## config.mk

```make
export PLATFORM = sky130hd
export DESIGN_NAME = sub_unsigned64_pipe
export DESIGN_NICKNAME = d
export VERILOG_FILES = /design/src/rtl/sub_unsigned64_pipe.sv
export SDC_FILE = /design/constraint.sdc
export NUM_CORES = 1
export LEC_CHECK = 0
export ABC_AREA = 0
export CORE_UTILIZATION = 60
export CTS_CLUSTER_SIZE = 10
export DETAILED_ROUTE_END_ITERATION = 8
export PLACE_DENSITY = 0.83
export SLEW_MARGIN = 20
export SYNTH_ARGS = -nofsm -noshare
export SYNTH_HDL_FRONTEND = slang
export SYNTH_SLANG_ARGS = --single-unit
```

## constraint.sdc

```tcl
create_clock -name clk -period 7.7 [get_ports clk]
set_input_delay 1.155 -clock clk [delete_from_list [all_inputs] [get_ports clk]]
set_output_delay 1.155 -clock clk [all_outputs]
set_load 0.05 [all_outputs]
```

## src/rtl/sub_unsigned64_pipe.sv

```systemverilog
// rtl/sub_unsigned64_pipe.sv - pipelined unsigned subtractor with segmented carry chain
//
// Computes D = (A - B) mod 2^WIDTH and borrow = (A < B) as A + ~B + 1.
// The carry chain is cut into N = WIDTH/SEG segments with one segment per stage.
// Latency is N+2 ce-enabled edges. Throughput is one result per ce cycle.
//
// Ports:
//   clk       rising-edge clock
//   resetn    asynchronous active-low reset; clears valid bits, D and borrow
//   ce        clock enable; 0 freezes every register in the pipe
//   in_valid  A/B carry an operation (sampled when ce=1)
//   A, B      unsigned minuend / subtrahend
//   valid     D/borrow carry a result this cycle
//   D         difference A-B mod 2^WIDTH
//   borrow    1 when A < B
module sub_unsigned64_pipe #(
  parameter int WIDTH = 64,
  parameter int SEG   = 16
) (
  input  logic             clk,
  input  logic             resetn,
  input  logic             ce,
  input  logic             in_valid,
  input  logic [WIDTH-1:0] A,
  input  logic [WIDTH-1:0] B,
  output logic             valid,
  output logic [WIDTH-1:0] D,
  output logic             borrow
);

  localparam int N = WIDTH / SEG;

  if (WIDTH % SEG != 0) begin : g_width_check
    $error("WIDTH must be an integer multiple of SEG");
  end

  // x_r[k]: segments below k hold finished difference bits, segments at or
  // above k still hold the raw minuend. nb_r carries ~B alongside.
  // nb_r stops at N-1 because the last stage consumes the top segment.
  logic [WIDTH-1:0] x_r   [0:N];
  logic [WIDTH-1:0] nb_r  [0:N-1];
  logic             c_r   [1:N];
  logic             v_r   [0:N];

  logic [SEG:0]     sum   [1:N];
  logic             cin   [1:N];
  logic [WIDTH-1:0] x_nxt [1:N];

  always_comb begin
    // The +1 of the two's-complement negation enters as carry-in of segment 0.
    cin[1] = 1'b1;
    for (int k = 2; k <= N; k++) begin
      cin[k] = c_r[k-1];
    end
    for (int k = 1; k <= N; k++) begin
      sum[k]   = {1'b0, x_r[k-1][(k-1)*SEG +: SEG]}
               + {1'b0, nb_r[k-1][(k-1)*SEG +: SEG]}
               + (SEG+1)'(cin[k]);
      x_nxt[k] = x_r[k-1];
      x_nxt[k][(k-1)*SEG +: SEG] = sum[k][SEG-1:0];
    end
  end

  always_ff @(posedge clk or negedge resetn) begin
    if (!resetn) begin
      for (int k = 0; k <= N; k++) begin
        x_r[k] <= '0;
        v_r[k] <= 1'b0;
      end
      for (int k = 0; k < N; k++) begin
        nb_r[k] <= '0;
      end
      for (int k = 1; k <= N; k++) begin
        c_r[k] <= 1'b0;
      end
      valid  <= 1'b0;
      D      <= '0;
      borrow <= 1'b0;
    end else if (ce) begin
      // Data moves on every enabled edge; only the valid bits mark real work.
      x_r[0]  <= A;
      nb_r[0] <= ~B;
      v_r[0]  <= in_valid;
      for (int k = 1; k <= N; k++) begin
        x_r[k] <= x_nxt[k];
        c_r[k] <= sum[k][SEG];
        v_r[k] <= v_r[k-1];
      end
      for (int k = 1; k < N; k++) begin
        nb_r[k] <= nb_r[k-1];
      end
      D      <= x_r[N];
      // No carry out of A + ~B + 1 means B > A.
      borrow <= ~c_r[N];
      valid  <= v_r[N];
    end
  end

endmodule

```

==> flow_summary.toml, run 1 <==
[setup_path]
r2r_start = "x_r[208]$_DFFE_PN0P_"
max_stage_delay_ns = 0.86
cp-startpoint = "ce"
cp-end-kind = "flip-flop"
criticalPathCategory = "input pin to flip-flop"
crit_slowest_cell = "buf_4"
cp.arrival_ns = 3.83
start_kind = "input pin"
crit_buf_inv = 3
path_cells = "buf_8 -> buf_4 -> buf_4 -> mux2_2"
crit_fanout = 91
cpMostUsedCell = "buf_4"
cp_top_family = "buffers and inverters"
required_ns = 8.17

[yosys]
ys.flop_type = "dfrtp_1"
yosys.area_share.simple_pct = 3.58
ys_ff_latch = 555
synth_top_family_by_area = "multiplexers"
synth_cell_types = 66
syn_inst = 1694
ys.warnings.count = 0
synthesis.area_sq_um = 23300
synthArstFlopShare_pct = 100
synth_xor_area_share_pct = 1.73
synth-compound-area-share_pct = 7.17
yosysSeqAreaShare_pct = 59.5
synth_edf_count = 0
synth_fa_ha_area_share_pct = 3.87
synth_mux_area_share_pct = 22.5
synth_nets = 1894
avgSynthCellArea_sq_um = 13.8

[clock_network]
cts_setup_buffers = 0
cts_buffers = 61
cts_root_buffer = "clkbuf_16"
cts_hold_buf = 0
cts_resized = 0
clock-sinks = 555
insertion_delay_ns = 0.60
clockBufferDepth = 3
h-tree-depth = 2
cts_tree = "yes"
path_clk_slew_ns = 0.06

[die]
placementRows = 71
ioPinCount = 198
start_util_pct = 61.5
die_x_um = 199
dieArea_sq_um = 39700
coreArea_sq_um = 37900
die_y_um = 199

[power]
vdd_drop_max_uv = 215
p_per_area_nw_per_um2 = 348
p_leak_uw = 0.0119

[sta]
rsz0062_at_grt = "no"
min_period_ns = 3.36
hold_violations = 0
fin_tns_setup_ns = 0
finalCritPeriodShare_pct = 43.6
hold_ws_ns = 0.481
worst_slew_margin_rel_pct = 26.2
clock-skew-final_ns = 0.0119
slew_violations = 0
finalSetupViolCount = 0
worst_slew_pin_slew_ns = 1.11
fmax_mhz = 298

[routing]
drt_iter0_markers = 908
first_pass_iters = 5
routed-via-count = 13748
route.detailed.drc = 0
post_drt_wl_per_cell_um = 18.1
routed_wl_um = 43400
ant_nets = 0
avgViaCountPerCell = 5.74

[finish]
final-seq-area_sq_um = 13900
nNetsFinal = 2080
final_common_cell = "dfrtp_1"
final_cell_area_sq_um = 27400
fillers = 2452
diodes = 0
drive_gt1_share_pct = 29.6
syn_to_final_growth_pct = 17.2
multi_input_area_sq_um = 9060
layout_common_cells = "dfrtp_1 (555), mux2_2 (465), clkdlybuf4s50_1 (195), nand2_1 (106), o21ai_0 (96)"

[global_route]
antenna_found_initial = 0
met3_usage_pct = 3.53
grt_max_degree = 192
groute.usage.overall_pct = 23.0
grt_pass1_vias = 14398
grt_util_met2_pct = 38.5
grt_util_met1_pct = 30.7
grt-busiest-layer = "met2"
gr-total-overflow = 0
grt_pass1_wl_um = 72500

[worst_hold_path]
hold_start = "x_nxt[138]$_DFFE_PN0P_"
hold_class = "flip-flop to flip-flop"

[run_status]
outcome = "finished clean"

[place]
portBuffers = 197
gp_congestion = 0.859
dp_hpwl_um = 28300
detailed_place.area_sq_um = 25700

[run]
cap_violations = 0
## per-layer routing
layer  vias up  wire length, um
met2       311            22100
met3        76             1680
met4         0              968
met1      6961            18600
met5         -                0
li1       6400                -
## area by class of cell
| class | count | area share (%) |
|---|---|---|
| tap | 511 | 2.34 |
| clock inverter | 1 | 0.0320 |
| multi-input combinational | 1039 | 33.1 |
| timing repair buffer | 206 | 7.65 |
| inverter | 17 | 0.242 |
| clock buffer | 66 | 5.88 |
| sequential | 555 | 50.8 |
## kinds of logic (layout without fill, tap and decap cells)
family,count (synthesis),count (layout)
multiplexers,466,466
AND/OR/NAND/NOR,193,193
XOR/XNOR,46,46
buffers and inverters,100,290
AO/OA/AOI/OAI,266,266
adder cells (fa/ha/maj),68,68
flip-flops,555,555
## cell usage after synthesis, types with 2 or more instances
cell type / instances / area, sq um
a21oi_1: 62 / 310
buf_1: 2 / 7.51
nand2_1: 106 / 398
o21bai_1: 4 / 30.0
nor3_1: 3 / 15.0
o311ai_1: 2 / 17.5
a31oi_1: 9 / 56.3
dfrtp_1: 555 / 13900
a21o_1: 24 / 180
clkbuf_1: 69 / 259
mux2_2: 465 / 5240
nand3_1: 9 / 45.0
o311ai_0: 5 / 43.8
a31o_2: 2 / 17.5
o21ai_1: 3 / 15.0
ha_1: 61 / 763
xnor2_1: 27 / 236
a211oi_1: 7 / 52.6
o21a_1: 10 / 75.1
a21boi_0: 2 / 15.0
xor2_1: 19 / 166
o21ai_0: 96 / 480
o211ai_1: 6 / 45.0
and4_1: 2 / 17.5
nor2b_1: 4 / 25.0
buf_2: 11 / 55.1
inv_1: 17 / 63.8
nor2_1: 41 / 154
fa_1: 7 / 140
o221ai_1: 3 / 26.3
a221o_1: 2 / 20.0
nand4_1: 9 / 56.3
o31ai_1: 7 / 52.6
nor4_1: 3 / 18.8
and3_1: 9 / 56.3
## final timing paths
kind	end	slack, ns	depth (start not counted)
setup / recovery	x_nxt[66]$_DFFE_PN0P_	4.34	4
hold / removal	x_nxt[138]$_DFFE_PN0P_	0.48	1
setup reg to reg	x_nxt[92]$_DFFE_PN0P_	4.86	8
hold reg to reg	x_nxt[138]$_DFFE_PN0P_	0.48	1
max in group asynchronous	D[27]$_DFFE_PN0P_	5.69	2
min in group asynchronous	x_nxt[245]$_DFFE_PN0P_	0.65	1
## power breakdown
part | switching, uW | internal [uW] | leakage (uW)
registers | 474 | 3730 | 0.00659
clock network | 1040 | 1440 | 0.000796
logic | 1530 | 1320 | 0.00446
## metrics by stage
step	power (uW)	setup slack (ns)	instances	utilization [%]
after detailed placement	7080	3.73	2328	67.9
final	9530	4.34	2395	72.1
after floorplan	6140	5.14	1694	-
after global placement	6940	3.79	2328	67.9
after CTS	9620	4.37	2395	72.1
after global routing	10000	4.17	2395	72.1
## registers in the layout, summed over array words and instances, names as in the netlist
| name | cells |
|---|---|
| D | 64 |
| borrow | 1 |
| c_r | 4 |
| nb_r | 160 |
| v_r | 5 |
| valid | 1 |
| x_nxt | 192 |
| x_r | 128 |
No activity file was read; power rests on OpenSTA's default activity.
==> inputs of run 2 (changes only) <==
--- a/config.mk
+++ b/config.mk
@@ -6,10 +6,10 @@
 export NUM_CORES = 1
 export LEC_CHECK = 0
 export ABC_AREA = 0
-export CORE_UTILIZATION = 60
+export CORE_UTILIZATION = 52
 export CTS_CLUSTER_SIZE = 10
 export DETAILED_ROUTE_END_ITERATION = 8
-export PLACE_DENSITY = 0.83
+export PLACE_DENSITY = 0.77
 export SLEW_MARGIN = 20
 export SYNTH_ARGS = -nofsm -noshare
 export SYNTH_HDL_FRONTEND = slang
==> constraint.sdc (replaced) <==
create_clock -name clk -period 2.7 [get_ports clk]
set_input_delay 0.405 -clock clk [delete_from_list [all_inputs] [get_ports clk]]
set_output_delay 0.405 -clock clk [all_outputs]
set_load 0.05 [all_outputs]
==> flow_summary.toml, run 2 (synthesized netlist as in run 1, its figures left out) <==
[sta]
rsz0062_at_grt = "no"
worst_slew_pin_slew_ns = 0.640
finalSetupViolCount = 0
finalCritPeriodShare_pct = 96.5
min_period_ns = 2.60
worst_slew_margin_rel_pct = 57.3
hold_violations = 0
fmax_mhz = 384
setup_ws_ns = 0.0954
slew_violations = 0
clock-skew-final_ns = 0.0141

[power]
intPower_uw = 18900
swShare_pct = 32.0
p_leak_uw = 0.0121
clkPwrFrac_pct = 27.4
finalPower_uw = 27800
p_sw_uw = 8900
pwr-share-comb_pct = 29.6
seqPwrFrac_pct = 43.1
p_per_area_nw_per_um2 = 993
vdd_drop_max_uv = 780

[clock_network]
cts_root_buffer = "clkbuf_16"
h-tree-depth = 3
clock-sinks = 555
clockBufferDepth = 3
cts_buffers = 66
insertion_delay_ns = 0.58
cts_tree = "yes"
cts_setup_buffers = 0
path_clk_slew_ns = 0.05

[finish]
drive_gt1_share_pct = 31.3
final_common_cell = "dfrtp_1"
final_cells = 2521
syn_to_final_growth_pct = 20.1
largest_reg_flops = 192
fin_util_pct = 63.4
nNetsFinal = 2112
fillers = 3205
layout_common_cells = "dfrtp_1 (555), mux2_2 (465), clkdlybuf4s50_1 (195), nand2_1 (106), o21ai_0 (95)"

[routing]
routed-via-count = 13832
ant_nets = 0
routed_wl_um = 43900
drt_iter0_markers = 776
route.detailed.drc = 0
post_drt_wl_per_cell_um = 17.4
avgViaCountPerCell = 5.49
first_pass_iters = 7

[run]
cap_violations = 0

[setup_path]
crit_buf_inv = 0
path_cells = "fa_2 -> fa_2 -> a21o_1 -> a221o_1 -> a41oi_2 -> o21ai_1 -> xor2_1 -> mux2_2"
crit_slowest_cell = "fa_2"
required_ns = 3.17
cpMostUsedCell = "fa_2"
cp.arrival_ns = 3.08
cp-end-kind = "flip-flop"
start_kind = "flip-flop"
cp_top_family = "compound AO/OA/AOI/OAI gates"
max_stage_delay_ns = 0.42
criticalPathCategory = "flip-flop to flip-flop"
crit_fanout = 3

[die]
coreArea_sq_um = 44200
die_x_um = 214
dieArea_sq_um = 45700
ioPinCount = 198
die_y_um = 214
start_util_pct = 52.8
placementRows = 77

[place]
gp_congestion = 0.872
dp_hpwl_um = 29700
portBuffers = 197
post-place-cells = 2435
post-place-ws_ns = -0.0221

[run_status]
outcome = "finished clean"

[global_route]
grt_max_degree = 98
groute.usage.overall_pct = 20.0
gr-total-overflow = 0
grt_pass1_wl_um = 72800
grt_pass1_vias = 14273
antenna_found_initial = 5

[worst_hold_path]
hold_class = "input pin to flip-flop"
run 2: changes by cell type in the layout (fill, tap and decap cells not counted), sizes merged:
cell         previous run  this run
clkbuf                 66        73
clkinv                  0         4
diode                   0         4
inv                    18        21
buf                    11        37
dlygate4sd3             0         1
run 2: through the flow:
step | TNS [ns] | area (sq um) | hold WS [ns]
4_1_cts | 0 | 28000 | 0.306
5_1_grt | 0 | 28000 | 0.335
6_report | 0 | 28000 | 0.333
3_5_place_dp | -0.0221 | 26200 | 0.434
3_3_place_gp | 0 | 26200 | 0.441
2_1_floorplan | 0 | 23300 | 0.109
run 2: power by group through the flow:
| stage | Sequential (uW) | Combinational, uW | Clock, uW |
|---|---|---|---|
| after floorplan | 13300 | 4190 | 0 |
| after global placement | 12000 | 7910 | 0 |
| after detailed placement | 12100 | 8160 | 0 |
| after CTS | 12000 | 8230 | 7810 |
| after global routing | 12300 | 8890 | 8160 |
| final | 12000 | 8230 | 7610 |
run 2: repair_timing:
item / CTS / global route
setup endpoints to repair: 4 / 16
resized for setup: 2 / 11
pin swaps: 1 / 2
hold buffers: 1 / 0
endpoints found under the hold margin: 60 / 0
run 2: path summary, 6_finish.rpt:
kind,depth (start not counted),end,start,slack (ns)
worst max register to register,8,x_nxt[94]$_DFFE_PN0P_,x_r[208]$_DFFE_PN0P_,0.1
min in group asynchronous,2,D[27]$_DFFE_PN0P_,resetn,0.40
max in group asynchronous,3,x_nxt[242]$_DFFE_PN0P_,resetn,1.40
worst max-delay path,8,x_nxt[94]$_DFFE_PN0P_,x_r[208]$_DFFE_PN0P_,0.1
worst min-delay path,2,x_r[50]$_DFFE_PN0P_,ce,0.33
worst min register to register,1,x_r[51]$_DFFE_PN0P_,x_r[51]$_DFFE_PN0P_,0.48
run 2: worst reg2reg max path, delay by kind of cell, from the launching register on:
kind	cells	cell delay, ns
multiplexers	1	0.26
adder cells (fa/ha/maj)	2	0.79
XOR/XNOR	1	0.15
flip-flops	1	0.40
AO/OA/AOI/OAI	4	0.90
run 2: final cells by class:
class                      instances  area, sq um  share of cell area (%)
tap                              592          741                    2.64
clock buffer                      73         1700                    6.06
sequential                       555        13900                    49.5
inverter                          17         66.3                   0.237
multi-input combinational       1039         9110                    32.5
timing repair buffer             233         2440                    8.71
antenna                            4         10.0                  0.0357
clock inverter                     8         81.3                   0.290
run 2: metal layers:
layer / wire length, um / vias to the layer above / global-route usage (%)
li1: - / 6495 / -
met1: 19200 / 6946 / 26.5
met2: 21600 / 305 / 32.7
met3: 1680 / 84 / 3.72
met4: 1410 / 2 / 8.05
met5: 9 / - / 0
